<file path="src/rtl/if_fetch_buf.sv">
// if_fetch_buf: pipelined instruction fetch with an in-order ring of DEPTH entries and redirect flush
module if_fetch_buf #(
  parameter int ADDR_W = 32,
  parameter int DATA_W = 32,
  parameter int DEPTH = 4,
  parameter logic [ADDR_W-1:0] RESET_PC = '0,
  parameter int PC_STEP = 4
) (
  input  logic                       clk,
  input  logic                       rst,
  output logic                       rom_req_o,
  output logic [ADDR_W-1:0]          rom_addr_o,
  input  logic                       rom_gnt_i,
  input  logic                       rom_rvalid_i,
  input  logic [DATA_W-1:0]          rom_rdata_i,
  output logic                       id_valid_o,
  output logic [ADDR_W-1:0]          id_pc_o,
  output logic [DATA_W-1:0]          id_inst_o,
  input  logic                       id_ready_i,
  input  logic                       redirect_i,
  input  logic [ADDR_W-1:0]          redirect_pc_i,
  output logic [$clog2(DEPTH):0]     count_o
);
  localparam int IW = $clog2(DEPTH);
  localparam int PW = IW + 1;
  logic [ADDR_W-1:0] fetch_pc;
  logic [PW-1:0] alloc, fill, head, drop_cnt, inflight, filled;
  logic [PW:0] pending;
  logic [ADDR_W-1:0] pc_mem [DEPTH];
  logic [DATA_W-1:0] inst_mem [DEPTH];
  logic grant, take, pop, rv_drop;
  assign inflight = alloc - fill;
  assign filled = fill - head;
  assign count_o = alloc - head;
  // responses still owed by the ROM, including ones already flushed by a redirect
  assign pending = {1'b0, drop_cnt} + {1'b0, inflight};
  assign rom_req_o = rst && !redirect_i && count_o < PW'(DEPTH) && pending < (PW+1)'(DEPTH);
  assign rom_addr_o = fetch_pc;
  assign grant = rom_req_o && rom_gnt_i;
  assign rv_drop = rom_rvalid_i && drop_cnt != '0;
  assign take = !redirect_i && rom_rvalid_i && drop_cnt == '0 && inflight != '0;
  assign id_valid_o = filled != '0;
  assign pop = !redirect_i && id_valid_o && id_ready_i;
  assign id_pc_o = id_valid_o ? pc_mem[head[IW-1:0]] : '0;
  assign id_inst_o = id_valid_o ? inst_mem[head[IW-1:0]] : '0;
  always_ff @(posedge clk or negedge rst) begin
    if (!rst) begin
      fetch_pc <= RESET_PC;
      alloc <= '0;
      fill <= '0;
      head <= '0;
      drop_cnt <= '0;
    end else if (redirect_i) begin
      fetch_pc <= redirect_pc_i;
      alloc <= head;
      fill <= head;
      drop_cnt <= PW'(pending - (PW+1)'(rom_rvalid_i && pending != '0));
    end else begin
      if (grant) alloc <= alloc + PW'(1);
      if (grant) fetch_pc <= fetch_pc + ADDR_W'(PC_STEP);
      if (take) fill <= fill + PW'(1);
      if (rv_drop) drop_cnt <= drop_cnt - PW'(1);
      if (pop) head <= head + PW'(1);
    end
  end
  always_ff @(posedge clk) begin
    if (grant) pc_mem[alloc[IW-1:0]] <= fetch_pc;
    if (take) inst_mem[fill[IW-1:0]] <= rom_rdata_i;
  end
endmodule

</file>
<file path="config.mk">
export PLATFORM = sky130hd
export DESIGN_NAME = if_fetch_buf
export DESIGN_NICKNAME = d
export VERILOG_FILES = /design/src/rtl/if_fetch_buf.sv
export SDC_FILE = /design/constraint.sdc
export NUM_CORES = 1
export LEC_CHECK = 0
export CAP_MARGIN = 20
export CORE_MARGIN = 2
export CORE_UTILIZATION = 40
export CTS_BUF_LIST = sky130_fd_sc_hd__clkbuf_4
export CTS_CLUSTER_SIZE = 30
export DETAILED_ROUTE_END_ITERATION = 8
export PLACE_DENSITY = 0.66
export SETUP_SLACK_MARGIN = 0.4
export SYNTH_ARGS = -nofsm -noshare
export SYNTH_HDL_FRONTEND = slang
export SYNTH_SLANG_ARGS = --single-unit
</file>
<file path="constraint.sdc">
create_clock -name clk -period 12.35 [get_ports clk]
set_clock_uncertainty 0.1 [all_clocks]
set_input_delay 3.0875 -clock clk [delete_from_list [all_inputs] [get_ports clk]]
set_output_delay 3.0875 -clock clk [all_outputs]
set_load 0.02 [all_outputs]
</file>
After elaboration in Yosys (flattened, before gate mapping). Memories as Yosys holds them, arrays and structs flattened. Index checks and enable logic that the tools add are counted.

Bits in latches: 0. Output and inout bits: 101. Bits in read-only memories: 0. Memories: 2. Bits in writable memories: 256. Register bits: 44.

Memory list: inst_mem (depth 4, bits a word 32, read ports 1, clocked after memory_dff 0, write ports 1, RTL line 30) `logic [DATA_W-1:0] inst_mem [DEPTH];`; pc_mem (depth 4, bits a word 32, read ports 1, clocked after memory_dff 0, write ports 1, RTL line 29) `logic [ADDR_W-1:0] pc_mem [DEPTH];`.

Eq/ne operators: 0. Add/sub/neg operators: 10. Bitwise gates (word level): 1. Order comparisons: 2. $mul: 0. Shifts and indexed selects: 0. Reductions and logical operators: 21. Divide/modulo/power cells: 0. Muxes and demuxes: 14.

Operators with widths (number): $mux W32 (4); $add A32 B3 Y32 const B (1); $mux W3 (6); $logic_and A1 B1 Y1 (11); $add A3 B1 Y3 const B (3); $reduce_bool A3 Y1 (3); $sub A3 B3 Y3 (3); $reduce_bool A2 Y1 (3); $add A3 B3 Y4 (1); $lt A4 B3 Y1 const B (1); $mux W1 (4); $reduce_bool A4 Y1 (1); $logic_not A3 Y1 (1); $lt A3 B3 Y1 const B (1); $sub A3 B1 Y3 (1); $sub A3 B1 Y3 const B (1); $reduce_and A2 Y1 (1); $logic_not A1 Y1 (1); $not A1 Y1 (1).

Depth between registers and ports, before layout.
Depth in word-level cells: 7. Mapped depth: 17. Gate-level depth less buffers: 17.

Least setup slack after synthesis. No wires, ideal clock.

Path kind: input-to-output. From: input redirect_i. To: output rom_req_o. Stages on the path: 4. Data arrival time: 4.240 ns. Data required time: 9.162 ns. Setup slack: 4.923 ns. Path through: clkbuf_1 > buf_1 > clkbuf_1 > nor3b_1.

Longest elaborated chain between the ends: 4.

RTL lines: from (decl) (RTL line 20) `input logic redirect_i,`; $logic_not A1 Y1 (RTL line 37) `assign rom_req_o = rst && !redirect_i && count_o < PW'(DEPTH) && pending < (PW+1)'(DEPTH);`; $logic_and A1 B1 Y1 (3 in series) (RTL line 37); to (decl) (RTL line 11) `output logic rom_req_o,`.

No other way between the ends.

Worst setup path in the final report.
From: input rst. To: output rom_req_o.

Longest elaborated chain between the ends: 3.

RTL lines: from (decl) (RTL line 10) `input logic rst,`; $logic_and A1 B1 Y1 (3 in series) (RTL line 37).

No other way between the ends.

==> summary.md <==
| Metric | Value |
|---|---|
| Critical path capture point type | primary output |
| Pin count of the biggest net entering global routing | ~70 |
| Fillers | approximately 2.7k |
| Synth warn | 0 |
| Dpl hpwl | ~18 mm |
| Synth Instances | 755 |
| Simple-gate share of the synthesized area | approximately 8.8% |
| Max-slew violations | 0 |
| Global route total overflow | 0 |
| Max-Cap Viols | 0 |
| Mux share of post-synthesis cell area | a little under an eighth |
| Slew margin rel. | between 30% and 40% |
| Async S/R FF share, synth | roughly 15% |
| CP required | roughly 9.2 ns |
| R2R setup slack | 7.67 ns |
| Chip Width | roughly 180 um |
| Status | finished clean |
| Post-synthesis cell type count | between 50 and 60 |
| Drt total wl | around 29 mm |
| Worst-margin pin slew | 0.949 ns |
| Leading post-synthesis cells by cell area | edfxtp_1, mux4_2, dfrtp_1 |
| Seq/Total Area, Yosys | between 60% and 70% |
| RSZ-0062 raised after global routing | no |
| CTS Buffer Depth | 3 |
| IO buf count | 170 |
| Hold Fails Final Rpt | 0 |
| Detail-routed net length per standard cell | roughly 20 um |
| Die Y | between 150 and 200 um |
| Sequential cell fraction of total power | between 30% and 40% |
| Initial antenna violation count | 1 |
| Total of flip-flops plus latches after synthesis | 300 |
| Root buffer cell | clkbuf_4 |
| First-pass GRT wire length | 44.1 mm |
| CP delay by family, top | buffers and inverters |
| Setup crit start | rst |
| Critical-path cell list | buf_2, buf_4, and2_4, nor3b_1, clkdlybuf4s50_1 |
| Most frequent cell after synthesis | edfxtp_1 |
| Row count | 65 |
| Synth-to-layout area growth | 24.5% |
| Slowest CP cell | clkdlybuf4s50_1 |
| Max Freq | 124 MHz |
| Leak | roughly 5.5 nW |
| Worst min-delay path category | register to register |
| Crit path kind | input port to primary output |
| CTS buffer count | between 70 and 80 |
| R2R Path End | pc_mem[3][14] |
| Period utilisation layout | between 60% and 70% |
| DRC Markers | 0 |
| Routed vias | between 7k and 8k |
| H-tree Lvls | 3 |
| Reg clk slew, reported paths | 0.06 ns |
| Sw Ratio | 35.9% |
| IO Count | 171 |
| CP max stage delay | 0.64 ns |
| Cells on worst reg2reg path | 12 |
| Die area | about 0.033 mm2 |
| Startpoint types | input port |
| Comb power frac | ~44% |
| Largest family of logic cells by synthesized area | multiplexers |
| Final #Nets | approximately 1.1k |
| Total stage count of the critical path | 5 |
| Share of the synthesized area in the top cell type | roughly three fifths |
| Latest clock arrival within the worst-skew pair | 0.69 ns |
| Largest area contributor in the synthesized netlist | edfxtp_1 |
| CTS Hold Buffers Added | 0 |
| Via density per instance | about 5.2 |
| Maximum VDD drop | about 170 uV |
| Top_reg_cell synth | edfxtp_1 |
| Crit-path max FO | between 40 and 50 |
| Clock power share | between 20 and 25% |
| 1st-iter DRT viols | 397 |
| CP endpoint | rom_req_o |
| P_sw | roughly 0.0014 W |
| Synthesized area | roughly 0.013 mm2 |
| Global Route Usage Sum | between 10% and 20% |
| # Post-CTS Setup Buffers | 0 |
| Pwr/cell area | ~250 mW/mm2 |
| Layout cells sized above 1 | 21.1% |
| Antenna viol nets, final | 0 |
| DRT Pass-1 Iters | 6 |
| Crit path DAT | around 4.9 ns |
| Worst r2r src | alloc[0] |
| Synth Area in Compound Gates | under 10% |
| Hold WS | 0.468 ns |
| Post-CTS sizing | 0 |
| Synthesized area per cell | between 15 and 20 um2 |
| # setup viols final | 0 |
| Core footprint | 0.0315 mm2 |
| EDFF count, synth | 256 |
| Adder-cell share of the synthesized area | under 10% |
| Most instantiated cells after synthesis | edfxtp_1, nor2b_1, mux4_2, nand2_1, dfrtp_1 |
| Area occupied by multi-input gates | ~0.0036 mm2 |
| GP Congestion | approximately 0.80 |
| TritonCTS Sinks | 300 |
| Initial Util | 40.5% |
| P_int | approximately 0.0025 W |
| TNS Setup | 0 ns |
| Min cycle time layout | about 8 ns |
| CTS tree | yes |
| Buf+Inv Stages, Crit Path | 3 |
| Net Count, Synth | 849 |
| Post-Synth XOR/XNOR Area | less than 1% |
| Vias in the first global route | between 7k and 8k |
| Sequential standard cell area | just under 0.009 mm2 |
-- per-layer routing --
layer	share of wire [%]	track usage (%)
met5	0	0
met4	2.2	6.71
met3	5.4	4.19
met2	49	28.4
met1	43	22.8
-- logic make-up (layout without fill, tap and decap cells) --
| kind of cell | after synthesis | in the layout |
|---|---|---|
| simple gates | 199 | 199 |
| compound gates | 80 | 80 |
| mux | 68 | 68 |
| flops | 300 | 300 |
| buf+inv | 72 | 350 |
| fa+ha+maj | 24 | 24 |
| xor+xnor | 12 | 12 |
| other cells | 0 | 1 |
-- cell type report --
class	count	share of cell area [%]
Timing Repair Buffer	180	11.1
Clock inverter	19	0.844
Sequential cell	300	55.5
Inverter	34	0.805
Clock buffer	117	5.54
Multi-Input combinational cell	383	23.0
Antenna cell	1	0.0158
Tap cell	402	3.17
-- power groups by stage --
stage	Combinational, W	Clock, W	Sequential (W)
floorplan	0.00109	0	0.00130
global placement	0.00175	0	0.00134
detailed placement	0.00177	0	0.00134
CTS	0.00177	0.000891	0.00132
global route	0.00188	0.000945	0.00134
finish	0.00174	0.000861	0.00132
-- worst reg2reg max path, delay by kind of cell (launching register included) --
kind | cells | cell delay, ns
AOI/OAI and AO/OA | 1 | 0.42
and+or+nand+nor | 3 | 0.88
DFF | 1 | 0.42
adders and majority gates | 3 | 1.18
buffers and inverters | 5 | 1.32
-- worst min-delay path by stage --
stage	from	endpoint	slack, ns	depth (start not counted)
finish	alloc[2]	alloc[2]	0.47	1
global route	head[2]	head[2]	0.49	1
CTS	alloc[0]	alloc[0]	0.47	1
detailed placement	head[2]	head[2]	0.45	1
global placement	alloc[2]	alloc[2]	0.45	1
floorplan	head[2]	head[2]	0.42	1
-- cells in the final DEF, fill, tap and decap left out, types with 4 or more instances in the layout --
cell type / Yosys / routed
xor2_1: 5 / 5
nand3_1: 11 / 11
clkinv_1: 0 / 14
dfrtp_1: 44 / 42
nor4_1: 6 / 6
nand4_1: 14 / 14
o211ai_1: 11 / 11
nor3_1: 13 / 13
xnor2_1: 6 / 6
o31a_1: 9 / 9
inv_1: 34 / 34
edfxtp_1: 256 / 256
a21oi_1: 12 / 12
nor2_1: 7 / 7
nor2b_1: 66 / 66
clkbuf_4: 0 / 117
and2_1: 8 / 4
buf_4: 0 / 10
a31oi_1: 9 / 9
a221o_1: 9 / 9
mux4_2: 64 / 64
and2_2: 0 / 4
or4_1: 4 / 4
nand2_1: 46 / 46
ha_1: 21 / 21
clkdlybuf4s50_1: 0 / 168
o21ai_0: 8 / 8
-- sequential cells by signal, indices dropped and copies added (netlist names) --
| signal | cells |
|---|---|
| inst_mem | 128 |
| pc_mem | 128 |
| rom_addr_o | 32 |
| alloc | 3 |
| drop_cnt | 3 |
| fill | 3 |
| head | 3 |
-- through the flow --
| step | area, um2 | std cells | power [W] | setup slack (ns) | utilization [%] |
|---|---|---|---|---|---|
| global route | 15900 | 1436 | 0.00416 | 4.07 | 50.4 |
| CTS | 15900 | 1435 | 0.00398 | 4.20 | 50.4 |
| global placement | 14800 | 1299 | 0.00309 | 4.19 | 47.2 |
| detailed placement | 14800 | 1299 | 0.00311 | 4.22 | 47.2 |
| finish | 15900 | 1436 | 0.00392 | 4.26 | 50.4 |
| floorplan | 12700 | 755 | 0.00239 | 4.92 | - |
(Power assumes the default switching activity.)
